===== config.mk =====
export PLATFORM = sky130hd
export DESIGN_NAME = mem_arbiter_flat
export DESIGN_NICKNAME = d
export VERILOG_FILES = /design/src/rtl/mem_arbiter_if.sv /design/src/rtl/mem_arbiter.sv /design/src/flat_wrapper.sv
export SDC_FILE = /design/constraint.sdc
export NUM_CORES = 1
export LEC_CHECK = 0
export ABC_CLOCK_PERIOD_IN_PS = 4290
export CAP_MARGIN = 20
export CELL_PAD_IN_SITES_DETAIL_PLACEMENT = 0
export CELL_PAD_IN_SITES_GLOBAL_PLACEMENT = 2
export CORE_MARGIN = 1
export CORE_UTILIZATION = 29
export DETAILED_ROUTE_END_ITERATION = 10
export GPL_ROUTABILITY_DRIVEN = 0
export PLACE_DENSITY_LB_ADDON = 0.05
export SYNTH_ARGS = -nofsm -noshare
export SYNTH_HDL_FRONTEND = slang
export SYNTH_SLANG_ARGS = --single-unit

===== constraint.sdc =====
create_clock -name clk -period 4.29 [get_ports clk]
set_clock_uncertainty 0.2 [all_clocks]
set_input_delay 0.858 -clock clk [delete_from_list [all_inputs] [get_ports clk]]
set_output_delay 0.858 -clock clk [all_outputs]
set_load 0.005 [all_outputs]

===== src/rtl/mem_arbiter_if.sv =====
// mem_arbiter_if: requester handshakes and byte-wide RAM port of the memory arbiter
interface mem_arbiter_if #(parameter int ADDR_W = 17);
    logic              if_req;
    logic [31:0]       if_addr;
    logic              if_flush;
    logic              if_done;
    logic [31:0]       if_inst;
    logic              mem_req;
    logic              mem_we;
    logic [2:0]        mem_func3;
    logic [31:0]       mem_addr;
    logic [31:0]       mem_wdata;
    logic              mem_done;
    logic [31:0]       mem_rdata;
    logic              stallreq_if;
    logic              stallreq_mem;
    logic [ADDR_W-1:0] ram_a;
    logic              ram_wr;
    logic [7:0]        ram_dout;
    logic [7:0]        ram_din;
    modport slave (
        input  if_req, if_addr, if_flush, mem_req, mem_we, mem_func3, mem_addr, mem_wdata, ram_din,
        output if_done, if_inst, mem_done, mem_rdata, stallreq_if, stallreq_mem, ram_a, ram_wr, ram_dout
    );
    modport master (
        output if_req, if_addr, if_flush, mem_req, mem_we, mem_func3, mem_addr, mem_wdata, ram_din,
        input  if_done, if_inst, mem_done, mem_rdata, stallreq_if, stallreq_mem, ram_a, ram_wr, ram_dout
    );
endinterface


===== src/rtl/mem_arbiter.sv =====
// mem_arbiter: serialises IF fetches and MEM loads/stores onto a byte-wide synchronous RAM
module mem_arbiter #(
    parameter int ADDR_W = 17
) (
    input logic         clk,
    input logic         rst,
    mem_arbiter_if.slave bus
);
    typedef enum logic [1:0] {IDLE, READ, WRITE, DONE} state_t;
    state_t            state_q, state_d;
    logic              own_if_q, own_if_d;
    logic [ADDR_W-1:0] base_q, base_d;
    logic [31:0]       wdata_q, wdata_d;
    logic [31:0]       buf_q, buf_d;
    logic [2:0]        f3_q, f3_d;
    logic [2:0]        n_q, n_d;
    logic [2:0]        cnt_q, cnt_d;
    logic              if_done_q, if_done_d;
    logic              mem_done_q, mem_done_d;
    logic [31:0]       if_inst_q, if_inst_d;
    logic [31:0]       mem_rdata_q, mem_rdata_d;
    logic [31:0]       word;
    logic              unused_addr_hi;

    function automatic logic [31:0] ext(input logic [2:0] f, input logic [31:0] w);
        return f == 3'b000 ? {{24{w[7]}}, w[7:0]} :
               f == 3'b001 ? {{16{w[15]}}, w[15:0]} :
               f == 3'b100 ? {24'b0, w[7:0]} :
               f == 3'b101 ? {16'b0, w[15:0]} : w;
    endfunction

    function automatic logic [2:0] len_of(input logic [2:0] f);
        return f[1] ? 3'd4 : f[0] ? 3'd2 : 3'd1;
    endfunction

    // ram_din in READ cycle cnt holds byte cnt-1 (one-cycle RAM latency)
    assign word = buf_q | (32'(bus.ram_din) << {cnt_q - 3'd1, 3'b000});

    assign unused_addr_hi = ^{bus.if_addr[31:ADDR_W], bus.mem_addr[31:ADDR_W]};

    always_comb begin
        state_d     = state_q;
        own_if_d    = own_if_q;
        base_d      = base_q;
        wdata_d     = wdata_q;
        buf_d       = buf_q;
        f3_d        = f3_q;
        n_d         = n_q;
        cnt_d       = cnt_q;
        if_done_d   = 1'b0;
        mem_done_d  = 1'b0;
        if_inst_d   = if_inst_q;
        mem_rdata_d = mem_rdata_q;
        unique case (state_q)
            IDLE: begin
                if (bus.mem_req) begin
                    own_if_d = 1'b0;
                    base_d   = bus.mem_addr[ADDR_W-1:0];
                    wdata_d  = bus.mem_wdata;
                    f3_d     = bus.mem_func3;
                    n_d      = len_of(bus.mem_func3);
                    cnt_d    = '0;
                    buf_d    = '0;
                    state_d  = bus.mem_we ? WRITE : READ;
                end else if (bus.if_req && !bus.if_flush) begin
                    own_if_d = 1'b1;
                    base_d   = bus.if_addr[ADDR_W-1:0];
                    f3_d     = 3'b010;
                    n_d      = 3'd4;
                    cnt_d    = '0;
                    buf_d    = '0;
                    state_d  = READ;
                end
            end
            READ: begin
                if (own_if_q && bus.if_flush) begin
                    state_d = IDLE;
                end else begin
                    cnt_d = cnt_q + 3'd1;
                    if (cnt_q != 3'd0) buf_d = word;
                    if (cnt_q == n_q) begin
                        state_d     = DONE;
                        if_done_d   = own_if_q;
                        mem_done_d  = !own_if_q;
                        if_inst_d   = own_if_q ? word : if_inst_q;
                        mem_rdata_d = own_if_q ? mem_rdata_q : ext(f3_q, word);
                    end
                end
            end
            WRITE: begin
                cnt_d = cnt_q + 3'd1;
                if (cnt_q == n_q - 3'd1) begin
                    state_d    = DONE;
                    mem_done_d = 1'b1;
                end
            end
            DONE: state_d = IDLE;
            default: state_d = IDLE;
        endcase
    end

    always_ff @(posedge clk) begin
        if (rst) begin
            state_q     <= IDLE;
            own_if_q    <= 1'b0;
            base_q      <= '0;
            wdata_q     <= '0;
            buf_q       <= '0;
            f3_q        <= '0;
            n_q         <= '0;
            cnt_q       <= '0;
            if_done_q   <= 1'b0;
            mem_done_q  <= 1'b0;
            if_inst_q   <= '0;
            mem_rdata_q <= '0;
        end else begin
            state_q     <= state_d;
            own_if_q    <= own_if_d;
            base_q      <= base_d;
            wdata_q     <= wdata_d;
            buf_q       <= buf_d;
            f3_q        <= f3_d;
            n_q         <= n_d;
            cnt_q       <= cnt_d;
            if_done_q   <= if_done_d;
            mem_done_q  <= mem_done_d;
            if_inst_q   <= if_inst_d;
            mem_rdata_q <= mem_rdata_d;
        end
    end

    // the final READ cycle only collects the last byte, so the address bus idles
    assign bus.ram_a        = ((state_q == READ && cnt_q != n_q) || state_q == WRITE) ?
                              base_q + ADDR_W'(cnt_q) : '0;
    assign bus.ram_wr       = state_q == WRITE;
    assign bus.ram_dout     = state_q == WRITE ? 8'(wdata_q >> {cnt_q[1:0], 3'b000}) : '0;
    assign bus.if_done      = if_done_q;
    assign bus.mem_done     = mem_done_q;
    assign bus.if_inst      = if_inst_q;
    assign bus.mem_rdata    = mem_rdata_q;
    assign bus.stallreq_if  = bus.if_req & ~if_done_q;
    assign bus.stallreq_mem = bus.mem_req & ~mem_done_q;
endmodule


===== src/flat_wrapper.sv =====
// flat-port wrapper written by rule: the top's interface ports become plain ports
module mem_arbiter_flat 
#(
    parameter int ADDR_W = 17
)
  (clk, rst, bus_if_req, bus_if_addr, bus_if_flush, bus_mem_req, bus_mem_we, bus_mem_func3, bus_mem_addr, bus_mem_wdata, bus_ram_din, bus_if_done, bus_if_inst, bus_mem_done, bus_mem_rdata, bus_stallreq_if, bus_stallreq_mem, bus_ram_a, bus_ram_wr, bus_ram_dout);
  mem_arbiter_if #(.ADDR_W(ADDR_W)) bus_i ();
  input logic clk;
  input logic rst;
  input wire logic [$bits(bus_i.if_req)-1:0] bus_if_req;
  input wire logic [$bits(bus_i.if_addr)-1:0] bus_if_addr;
  input wire logic [$bits(bus_i.if_flush)-1:0] bus_if_flush;
  input wire logic [$bits(bus_i.mem_req)-1:0] bus_mem_req;
  input wire logic [$bits(bus_i.mem_we)-1:0] bus_mem_we;
  input wire logic [$bits(bus_i.mem_func3)-1:0] bus_mem_func3;
  input wire logic [$bits(bus_i.mem_addr)-1:0] bus_mem_addr;
  input wire logic [$bits(bus_i.mem_wdata)-1:0] bus_mem_wdata;
  input wire logic [$bits(bus_i.ram_din)-1:0] bus_ram_din;
  output wire logic [$bits(bus_i.if_done)-1:0] bus_if_done;
  output wire logic [$bits(bus_i.if_inst)-1:0] bus_if_inst;
  output wire logic [$bits(bus_i.mem_done)-1:0] bus_mem_done;
  output wire logic [$bits(bus_i.mem_rdata)-1:0] bus_mem_rdata;
  output wire logic [$bits(bus_i.stallreq_if)-1:0] bus_stallreq_if;
  output wire logic [$bits(bus_i.stallreq_mem)-1:0] bus_stallreq_mem;
  output wire logic [$bits(bus_i.ram_a)-1:0] bus_ram_a;
  output wire logic [$bits(bus_i.ram_wr)-1:0] bus_ram_wr;
  output wire logic [$bits(bus_i.ram_dout)-1:0] bus_ram_dout;
  assign bus_i.if_req = bus_if_req;
  assign bus_i.if_addr = bus_if_addr;
  assign bus_i.if_flush = bus_if_flush;
  assign bus_i.mem_req = bus_mem_req;
  assign bus_i.mem_we = bus_mem_we;
  assign bus_i.mem_func3 = bus_mem_func3;
  assign bus_i.mem_addr = bus_mem_addr;
  assign bus_i.mem_wdata = bus_mem_wdata;
  assign bus_i.ram_din = bus_ram_din;
  assign bus_if_done = bus_i.if_done;
  assign bus_if_inst = bus_i.if_inst;
  assign bus_mem_done = bus_i.mem_done;
  assign bus_mem_rdata = bus_i.mem_rdata;
  assign bus_stallreq_if = bus_i.stallreq_if;
  assign bus_stallreq_mem = bus_i.stallreq_mem;
  assign bus_ram_a = bus_i.ram_a;
  assign bus_ram_wr = bus_i.ram_wr;
  assign bus_ram_dout = bus_i.ram_dout;
  mem_arbiter #(.ADDR_W(ADDR_W)) u_core (.clk(clk), .rst(rst), .bus(bus_i));
endmodule

==> reports/results.ini <==
[run_status]
status=finished, final reports clean

[setup_path]
cp_max_fo=8
cpMaxStageDelayCell=clkdlybuf4s50_1
worstSetupPathType=register to output port
reg2reg_from=u_core.cnt_q[0]
crit_start=u_core.base_q[0]
cp.arrival_ns=2.99
worstPathRequired_ns=3.23
critPathLaunchType=register
cp_cell_sequence=ha_1, inv_1, fa_1, nor2b_1, o211ai_1, or3_1, a21oi_1, clkdlybuf4s50_1
max_stage_delay_ns=0.54
endpoint_kind=output port

[cts]
holdBufCountCts=0
htree_levels=4
worstSkewPairLatency_ns=0.42
numCtsBuffers=17
clock-root-buffer=clkbuf_16
tritoncts=built
clk_pin_slew_worst_paths_ns=0.06
cts_resized=0
cts_buffer_depth=2
post_cts_buffers=0
cts_sinks=158

[synth]
ys.flop_type=dfxtp_1
yosys.area.top_type_share=0.451
synth-edff-count=0
synth_nets=956
syn_inst=830
async_reset_ff_frac=0
synth_area_per_cell_um2=8.44
ys_seq_area_frac=0.451
synth_area_mm2=0.00701
yosys_warnings=0
synth.distinct_cells=48
synth_top_area_cell=dfxtp_1
yosys_register_bits=158
synthTopCellsByArea=dfxtp_1 (45%), nor2_1 (8.0%), a211oi_1 (6.4%)

[drt]
dr.pass1.iters=5
ant_nets=0
vias_per_cell=4.81
drt_wl_total_mm=20.7
wire_per_inst_um=15.8
drc=0
first_iter_violations=292
vias=6310

[hold_path]
min-delay-path-class=register to register
hp-start=u_core.wdata_q[22]

[die]
num_rows=56
start_util=0.297
die_area_mm2=0.0248
coreArea_mm2=0.0236
ioPinCount=207
die_h_um=157
die_w_um=157

[sta]
finalSetupTns_ns=0
worst_pin_slew_ns=1.06
slew_violations=0
rsz0062_at_grt=false
max_slew_margin=0.291
period_share=0.942
period_minus_slack_ns=4.04
hold_viol_final=0
setup_viol=0
max_freq_mhz=247

[power_and_ir_drop]
cellPowerDensity_mw_per_mm2=544
total_power_uw=5220
ir_drop_mv=0.255
p_leak_uw=0.00337

[grt]
grt_pass1_vias=6095
grt_pass1_wl_mm=32.6
track_usage=0.172
overflow=0
grt_max_degree=69
antenna_found_initial=0

[run]
cap_viol_max_count=0

[finish]
layout-drive-gt1-share=0.0746
area_growth_pct=36.9
layout.nets=1105
diodes=0

[place]
portBuffers=176
dp_hpwl_mm=14.8

worst paths after layout:
check,slack (ns),endpoint,depth (start not counted)
setup / recovery,0.25,bus_ram_a[12],8
hold / removal,0.25,u_core.wdata_q[22],2
hold reg to reg,0.25,u_core.wdata_q[22],2
setup reg to reg,1.15,u_core.bus.mem_rdata[17],9
through the flow:
stage | instance area [um^2] | hold WS, ns | instances | util | setup WS [ns]
finish | 9600 | 0.253 | 1311 | 0.406 | 0.247
global route | 9600 | 0.273 | 1311 | 0.406 | 0.0000964
CTS | 9600 | 0.254 | 1311 | 0.406 | 0.219
detailed placement | 9020 | 0.245 | 1279 | 0.382 | 0.696
global placement | 9010 | 0.238 | 1278 | 0.382 | 0.719
floorplan | 7010 | 0.232 | 830 | - | 1.07
critical path: cells and delay by family, from the launching register on:
family | cells | cell delay (ns)
AOI/OAI and AO/OA | 2 | 0.47
adders and majority gates | 2 | 0.57
buffers and inverters | 2 | 0.60
DFF | 1 | 0.35
and+or+nand+nor | 2 | 0.57
sequential cells by signal, summed over array words and instances, names as in the netlist:
name                  cells
u_core.wdata_q           32
u_core.base_q            17
u_core.n_q                2
u_core.cnt_q              3
u_core.bus.if_done        1
u_core.bus.if_inst       32
u_core.own_if_q           1
u_core.state_q            2
u_core.buf_q             32
u_core.bus.mem_rdata     32
u_core.f3_q               3
u_core.bus.mem_done       1
kinds of logic (layout without fill, tap and decap cells):
| logic type | Yosys count | count (layout) | share of synthesized area |
|---|---|---|---|
| compound gates | 216 | 216 | 0.193 |
| buf+inv | 70 | 232 | 0.0423 |
| xor+xnor | 18 | 18 | 0.0236 |
| fa+ha+maj | 13 | 13 | 0.0243 |
| mux | 35 | 35 | 0.0643 |
| flops | 158 | 158 | 0.451 |
| simple gates | 320 | 320 | 0.201 |
final cells by class:
| class | instances | area [um^2] |
|---|---|---|
| Clock buffer | 19 | 443 |
| Clock inverter | 13 | 130 |
| Fill cell | 2394 | 14000 |
| Inverter | 9 | 33.8 |
| Multi-Input combinational cell | 602 | 3550 |
| Sequential cell | 158 | 3160 |
| Tap cell | 319 | 399 |
| Timing Repair Buffer | 191 | 1870 |
layer usage:
| layer | global-route usage | vias to the layer above | wire (um) |
|---|---|---|---|
| met5 | 0 | - | 0 |
| met4 | 0.0458 | 0 | 192 |
| met3 | 0.0391 | 15 | 766 |
| met2 | 0.301 | 143 | 10400 |
| met1 | 0.210 | 2972 | 9360 |
| li1 | - | 3180 | - |
cells in the final DEF, fill, tap and decap left out, types with 2 or more instances in the layout:
master	n
nand4_1	2
dfxtp_1	158
a21o_1	9
o211ai_1	3
buf_4	16
xnor2_1	10
a21oi_2	10
and3_1	3
inv_1	9
nor2b_1	11
or3_1	4
xor2_1	7
nor4b_2	2
a21oi_1	87
nor4_2	2
a22oi_1	3
nor3_1	8
a31oi_1	17
inv_6	3
o21ai_0	23
and4_1	3
and2_1	10
nand2_1	95
clkinvlp_4	3
clkbuf_16	17
nor2_1	150
mux4_2	8
clkdlybuf4s50_1	175
nand3_1	16
a211oi_1	60
mux2i_1	27
clkinv_4	4
nand2b_1	4
ha_1	12
or2_1	3
Yosys cell counts (11+ instances only):
cell type,count
ha_1,12
a31oi_1,17
a21oi_1,87
nor2_1,150
a211oi_1,60
mux2i_1,27
nand2_1,95
o21ai_0,23
nand3_1,16
nor2b_1,11
dfxtp_1,158
clkbuf_1,43
power by group:
part	switching [uW]	internal, uW	leakage (uW)	total, uW
registers	161	1710	0.00129	1870
logic	1070	800	0.00181	1870
clock network	653	826	0.000272	1480
Power figures use the tool's default switching activity.
